`src/rtl/rf_ctrl_pkg.sv`:
```
// -----------------------------------------------------------------------------
// rf_ctrl_pkg
// Shared widths and the register-file write request type used by the write
// arbiter and its result buffer.
//   XLEN        : register data width
//   REG_AW      : register address width
//   rf_wr_req_t : {rd, data} write request held in the result buffer
// -----------------------------------------------------------------------------
package rf_ctrl_pkg;

    localparam int unsigned XLEN   = 32;
    localparam int unsigned REG_AW = 5;

    typedef struct packed {
        logic [REG_AW-1:0] rd;
        logic [XLEN-1:0]   data;
    } rf_wr_req_t;

endpackage

```
`src/rtl/rf_wr_fifo.sv`:
```
// -----------------------------------------------------------------------------
// rf_wr_fifo
// Circular FIFO of DEPTH register-file write requests. Pointers wrap modulo
// DEPTH (power of 2). Also exposes every slot's valid bit and rd so the
// parent can run a hazard compare against all buffered destinations.
// Ports:
//   clk, rst        : clock, synchronous active-high reset (flushes buffer)
//   push_i          : write push_req_i at the tail (caller guarantees not full)
//   push_req_i      : request to enqueue
//   pop_i           : drop the head (caller guarantees not empty)
//   head_o          : oldest entry
//   count_o         : number of valid entries
//   entry_valid_o   : per-slot valid, indexed by physical slot
//   entry_rd_o      : per-slot destination register, indexed by physical slot
// -----------------------------------------------------------------------------
module rf_wr_fifo
    import rf_ctrl_pkg::*;
#(
    parameter int unsigned DEPTH = 2
) (
    input  logic                             clk,
    input  logic                             rst,
    input  logic                             push_i,
    input  rf_wr_req_t                       push_req_i,
    input  logic                             pop_i,
    output rf_wr_req_t                       head_o,
    output logic [$clog2(DEPTH):0]           count_o,
    output logic [DEPTH-1:0]                 entry_valid_o,
    output logic [DEPTH-1:0][REG_AW-1:0]     entry_rd_o
);

    localparam int unsigned PW = $clog2(DEPTH);
    localparam int unsigned CW = PW + 1;

    rf_wr_req_t    mem_q [DEPTH];
    logic [PW-1:0] rd_ptr_q, rd_ptr_d;
    logic [PW-1:0] wr_ptr_q, wr_ptr_d;
    logic [CW-1:0] count_q, count_d;

    always_comb begin
        rd_ptr_d = rd_ptr_q;
        wr_ptr_d = wr_ptr_q;
        count_d  = count_q;
        if (push_i) begin
            wr_ptr_d = wr_ptr_q + PW'(1);
        end
        if (pop_i) begin
            rd_ptr_d = rd_ptr_q + PW'(1);
        end
        case ({push_i, pop_i})
            2'b10:   count_d = count_q + CW'(1);
            2'b01:   count_d = count_q - CW'(1);
            default: count_d = count_q;
        endcase
    end

    always_ff @(posedge clk) begin
        if (rst) begin
            rd_ptr_q <= '0;
            wr_ptr_q <= '0;
            count_q  <= '0;
        end else begin
            rd_ptr_q <= rd_ptr_d;
            wr_ptr_q <= wr_ptr_d;
            count_q  <= count_d;
        end
    end

    // Storage needs no reset: validity is tracked by the pointers and count.
    always_ff @(posedge clk) begin
        if (push_i && !rst) begin
            mem_q[wr_ptr_q] <= push_req_i;
        end
    end

    assign head_o  = mem_q[rd_ptr_q];
    assign count_o = count_q;

    // A slot is live when its distance from the head is below the count.
    for (genvar g = 0; g < DEPTH; g++) begin : g_entry
        logic [PW-1:0] entry_off;
        assign entry_off        = PW'(g) - rd_ptr_q;
        assign entry_valid_o[g] = {1'b0, entry_off} < count_q;
        assign entry_rd_o[g]    = mem_q[g].rd;
    end

endmodule

```
`src/rtl/rf_write_arbiter.sv`:
```
// -----------------------------------------------------------------------------
// rf_write_arbiter
// Shares the single register-file write port between the WB stage and a
// multi-cycle unit. Multi-cycle results go through a small FIFO; WB wins the
// port unless the buffered head has waited MAX_WAIT cycles, in which case WB
// is frozen for one cycle (stall_wb) and the head is written instead.
// Ports:
//   clk, rst                        : clock, synchronous active-high reset
//   wb_en, wb_rd, wb_data           : WB write request (rd 0 is ignored)
//   mc_valid, mc_ready, mc_rd,
//   mc_data                         : multi-cycle result handshake
//   rs1_address, rs2_address        : decode reads checked against the buffer
//   en, rd, register_file_data      : register-file write port
//   stall_wb                        : WB must hold and re-present next cycle
//   pending_hazard                  : a non-zero rs matches a buffered rd
//   buf_count                       : buffered entries
// -----------------------------------------------------------------------------
module rf_write_arbiter
    import rf_ctrl_pkg::*;
#(
    parameter int unsigned DEPTH    = 2,
    parameter int unsigned MAX_WAIT = 4
) (
    input  logic                     clk,
    input  logic                     rst,
    input  logic                     wb_en,
    input  logic [REG_AW-1:0]        wb_rd,
    input  logic [XLEN-1:0]          wb_data,
    input  logic                     mc_valid,
    output logic                     mc_ready,
    input  logic [REG_AW-1:0]        mc_rd,
    input  logic [XLEN-1:0]          mc_data,
    input  logic [REG_AW-1:0]        rs1_address,
    input  logic [REG_AW-1:0]        rs2_address,
    output logic                     en,
    output logic [REG_AW-1:0]        rd,
    output logic [XLEN-1:0]          register_file_data,
    output logic                     stall_wb,
    output logic                     pending_hazard,
    output logic [$clog2(DEPTH):0]   buf_count
);

    localparam int unsigned CW = $clog2(DEPTH) + 1;
    localparam int unsigned WW = (MAX_WAIT < 1) ? 1 : $clog2(MAX_WAIT + 1);

    logic                          fifo_push;
    logic                          fifo_pop;
    rf_wr_req_t                    fifo_req;
    rf_wr_req_t                    fifo_head;
    logic [CW-1:0]                 fifo_count;
    logic [DEPTH-1:0]              entry_valid;
    logic [DEPTH-1:0][REG_AW-1:0]  entry_rd;

    logic [WW-1:0] wait_cnt_q, wait_cnt_d;
    logic          wb_act;
    logic          buf_nempty;
    logic          starve;

    assign fifo_req = '{rd: mc_rd, data: mc_data};

    rf_wr_fifo #(
        .DEPTH (DEPTH)
    ) u_fifo (
        .clk           (clk),
        .rst           (rst),
        .push_i        (fifo_push),
        .push_req_i    (fifo_req),
        .pop_i         (fifo_pop),
        .head_o        (fifo_head),
        .count_o       (fifo_count),
        .entry_valid_o (entry_valid),
        .entry_rd_o    (entry_rd)
    );

    assign wb_act     = wb_en && (wb_rd != '0);
    assign buf_nempty = (fifo_count != '0);
    assign starve     = buf_nempty && (wait_cnt_q == WW'(MAX_WAIT));

    // A full buffer refuses results even if the head pops this cycle.
    assign mc_ready  = !rst && (fifo_count < CW'(DEPTH));
    // rd 0 results are acknowledged but never stored.
    assign fifo_push = mc_valid && mc_ready && (mc_rd != '0);
    assign buf_count = rst ? '0 : fifo_count;

    // Write-port grant: starving head, then WB, then any buffered head.
    always_comb begin
        en                 = 1'b0;
        rd                 = '0;
        register_file_data = '0;
        stall_wb           = 1'b0;
        fifo_pop           = 1'b0;
        if (!rst) begin
            if (starve) begin
                en                 = 1'b1;
                rd                 = fifo_head.rd;
                register_file_data = fifo_head.data;
                stall_wb           = 1'b1;
                fifo_pop           = 1'b1;
            end else if (wb_act) begin
                en                 = 1'b1;
                rd                 = wb_rd;
                register_file_data = wb_data;
            end else if (buf_nempty) begin
                en                 = 1'b1;
                rd                 = fifo_head.rd;
                register_file_data = fifo_head.data;
                fifo_pop           = 1'b1;
            end
        end
    end

    // Counts cycles the current head is passed over; a new head starts at 0.
    always_comb begin
        wait_cnt_d = wait_cnt_q;
        if (fifo_pop || !buf_nempty) begin
            wait_cnt_d = '0;
        end else if (wait_cnt_q != WW'(MAX_WAIT)) begin
            wait_cnt_d = wait_cnt_q + WW'(1);
        end
    end

    always_ff @(posedge clk) begin
        if (rst) begin
            wait_cnt_q <= '0;
        end else begin
            wait_cnt_q <= wait_cnt_d;
        end
    end

    // Only registered entries count; a result accepted this cycle is not yet visible.
    always_comb begin
        pending_hazard = 1'b0;
        if (!rst) begin
            for (int unsigned i = 0; i < DEPTH; i++) begin
                if (entry_valid[i] &&
                    (((rs1_address != '0) && (entry_rd[i] == rs1_address)) ||
                     ((rs2_address != '0) && (entry_rd[i] == rs2_address)))) begin
                    pending_hazard = 1'b1;
                end
            end
        end
    end

endmodule

```
`config.mk`:
```
export PLATFORM = sky130hd
export DESIGN_NAME = rf_write_arbiter
export DESIGN_NICKNAME = d
export VERILOG_FILES = /design/src/rtl/rf_ctrl_pkg.sv /design/src/rtl/rf_wr_fifo.sv /design/src/rtl/rf_write_arbiter.sv
export SDC_FILE = /design/constraint.sdc
export NUM_CORES = 1
export LEC_CHECK = 0
export BUFFER_PORTS_ARGS = -buffer_cell sky130_fd_sc_hd__buf_2
export CAP_MARGIN = 20
export CORE_MARGIN = 1.5
export CORE_UTILIZATION = 46
export CTS_CLUSTER_DIAMETER = 200
export CTS_CLUSTER_SIZE = 8
export DETAILED_ROUTE_END_ITERATION = 8
export GPL_ROUTABILITY_DRIVEN = 0
export PLACE_DENSITY = 0.77
export SYNTH_ARGS = -nofsm -noshare
export SYNTH_HDL_FRONTEND = slang
export SYNTH_SLANG_ARGS = --single-unit
```
`constraint.sdc`:
```
create_clock -name clk -period 2.7 [get_ports clk]
set_input_delay 0 -clock clk [delete_from_list [all_inputs] [get_ports clk]]
set_output_delay 0 -clock clk [all_outputs]
set_load 0.05 [all_outputs]
```
==> flow_summary.yaml <==
run_status:
  outcome: "complete, no violations"
power_and_ir_drop:
  ir_worst_vdd_v: 0.000462
  seq_power_share_pct: 49.8
  p_switching_uw: 918
  p_int_mw: 2.08
  p_clk_share_pct: 26.4
  pwr_density_cell_mw_per_mm2: 568
  switching_share_pct: 30.6
  fin_total_pwr_mw: 3.00
  leakage_nw: 2.03
  comb_power_share_pct: 23.8
layout:
  n_antenna_cell: 0
  drive_gt1_share_pct: 47.4
  fin_area_mm2: 0.00528
  nFillCells: 625
  nNetsFinal: 546
  areaGrowthSynthToFinish_pct: 35.1
  final_core_util_pct: 64.2
  layoutNonFillerInstCount: 565
die:
  ios: 131
  die-area_mm2: 0.00905
  rows: 33
  dieWidth_um: 95.1
  fp.dieH_um: 95.1
  coreArea_mm2: 0.00822
  start_util_pct: 47.5
clocking:
  postCtsSetupRepairBufs: 0
  htree_num_levels: 3
  cts.sinks: 82
  path_clk_slew_ns: 0.08
  clk_latency_ns: 0.35
  cts_tree: "yes"
  cts_buffer_depth: 2
  cts-root-buf: "clkbuf_8"
  numCtsBuffers: 9
min_path:
  hold_path_end: "wait_cnt_q[0]"
  hold_start: "wb_en"
  worstHoldPathType: "in -> reg"
  min_path_cells: 4
worst_setup_path:
  critPathMaxStageDelay_ns: 0.57
  crit_type: "in -> reg"
  cp_num_buf_inv: 2
  timing.rr.start: "wait_cnt_q[0]"
  r2r_setup_slack_ns: 0.80
  worst_r2r_endpoint: "u_fifo.count_o[1]"
  ff2ff_path_depth: 8
  critPathSlowestCell: "o211ai_1"
  cp.arrival_ns: 2.69
  critical_path.max_fanout: 4
  cp-end-kind: "flop"
  worstPathCellList: "dlygate4sd3_1 > buf_2 > or4_1 > o211ai_1 > ha_1 > or3_1 > a21oi_1"
  critPathLaunchType: "input pin"
  critPathRequiredTime_ns: 2.97
  cp_top_family: "simple AND/OR/NAND/NOR gates"
routing:
  ant_nets: 0
  dr.pass1.iters: 4
  wire_per_inst_um: 15.9
  drt-total-wl_mm: 8.98
  drcViolationCount: 0
  dr.first_iter.drc_count: 137
  vias_per_cell: 5.19
  vias: 2934
synth:
  synth_cells: 286
  synth.yosys.seq_area_share_pct: 61.0
  synth_area_leaders: "edfxtp_1 (57%), mux2_2 (11%), a22oi_1 (5.2%)"
  synth_edf_count: 74
  syn_nets: 377
  synth_most_common_cell: "edfxtp_1"
  synth_common_cells: "edfxtp_1 (74), nor2_1 (41), mux2_2 (37)"
  synth-seq-cells: 82
  synth_area_mm2: 0.00390
  synth_largest_area_cell: "edfxtp_1"
  ys_async_sr_fraction_pct: 0
  ys.flop_type: "edfxtp_1"
  yosysWarnings: 0
  ys_types: 32
  synth_top_area_share_pct: 56.9
  syn_avg_cell_area_um2: 13.7
placed_design:
  port_buffers: 130
  dpl-instance-area_mm2: 0.00469
  dpl.hpwl_mm: 5.77
  place_ws_ns: 0.468
  placedCellCount: 510
grt:
  grt_overflow: 0
  grt_max_degree: 49
  grt_util_all_layers_pct: 19.9
  grt_pass1_wl_mm: 13.3
  antenna_found_initial: 0
  grt_pass1_vias: 2862
timing:
  rsz0062_at_grt: "no"
  clock.fmax_mhz: 414
  fin_ws_ns: 0.284
  drv_slew: 0
  hold_violations: 0
  min_period_ns: 2.42
  setup_viol: 0
  fin_crit_sh_pct: 89.5
  tns_ns: 0
  tightest_slew_ns: 0.658
  clock_skew_ns: 0.00847
  fin_hold_ws_ns: 0.0875
  timing.slew.headroom_pct: 56.0
job:
  max-cap-violations: 0
## final cells by class
class                           instances  area, um2  area share [%]
Tap cell                              105        131            2.49
Inverter                                4       15.0           0.284
Sequential cell                        82       2380            45.2
Clock inverter                          7       55.1            1.04
Timing Repair Buffer                  174       1120            21.3
Clock buffer                            9        124            2.35
Multi-Input combinational cell        184       1450            27.4
## cell usage in the layout (no fill, tap or decap), types with 2 or more instances in the layout
cell type / synthesis / final
nand2_1: 2 / 2
buf_12: 0 / 4
or4_1: 3 / 3
edfxtp_1: 74 / 74
buf_4: 0 / 3
nor2_2: 11 / 11
xor2_1: 10 / 10
a21oi_1: 3 / 3
a22oi_2: 10 / 10
nand3_1: 3 / 3
clkinvlp_4: 0 / 5
dlygate4sd3_1: 0 / 37
nor2b_1: 2 / 2
xnor2_1: 15 / 15
a22oi_1: 27 / 27
ha_1: 3 / 3
nor2_4: 1 / 4
buf_2: 2 / 130
dfxtp_1: 8 / 7
nor4_1: 4 / 4
inv_1: 4 / 4
nor2_1: 41 / 38
mux2_2: 37 / 37
nor3_1: 2 / 2
clkbuf_8: 0 / 9
## cell families after synthesis
kind of cell               share of synthesized area [%]
xor gates and xnor gates                            5.61
DFF                                                 61.0
and+or+nand+nor                                     8.97
muxes                                               10.7
buffers and inverters                               2.56
adders and majority gates                          0.961
AOI/OAI and AO/OA                                   10.2
## worst max-delay path by stage
stage                                  to  slack, ns              start  depth (start not counted)
floorplan              u_fifo.mem_q[1][0]      -0.15  u_fifo.count_o[1]                          3
global placement        u_fifo.count_o[1]       0.60           mc_rd[0]                          6
detailed placement      u_fifo.count_o[1]       0.47           mc_rd[0]                          6
CTS                     u_fifo.count_o[1]       0.27           mc_rd[3]                          7
global route        register_file_data[0]       0.17      wait_cnt_q[0]                          9
finish                  u_fifo.count_o[1]       0.28           mc_rd[3]                          7
## sequential cells by signal, indices dropped and copies added (netlist names), named ones only
register / cells
u_fifo.rd_ptr_q: 1
wait_cnt_q: 3
u_fifo.mem_q: 74
u_fifo.count_o: 2
u_fifo.wr_ptr_q: 1
## power groups by stage
stage / sequential [mW] / clock (mW) / combinational [mW]
finish: 1.49 / 0.791 / 0.713
global route: 1.50 / 0.864 / 0.761
CTS: 1.50 / 0.807 / 0.705
detailed placement: 1.53 / 0 / 0.661
global placement: 1.52 / 0 / 0.649
floorplan: 1.50 / 0 / 0.491
## worst min-delay path: stages
cell	delay (ns)
buf_2	0.11
o211a_4	0.15
nand2_1	0.09
nor2_1	0.04
## routing by layer
layer	GRT usage [%]	up-vias	part of all wire, %
met5	0	-	0
met4	6.97	0	1.3
met3	4.63	10	5.1
met2	36.7	95	53
met1	22.4	1414	40
li1	-	1415	-
## what timing repair did
action	in CTS	in global routing
hold endpoints to repair	74	0
hold buffers	37	0
resized for setup	0	0
No activity file was read; power rests on OpenSTA's default activity.
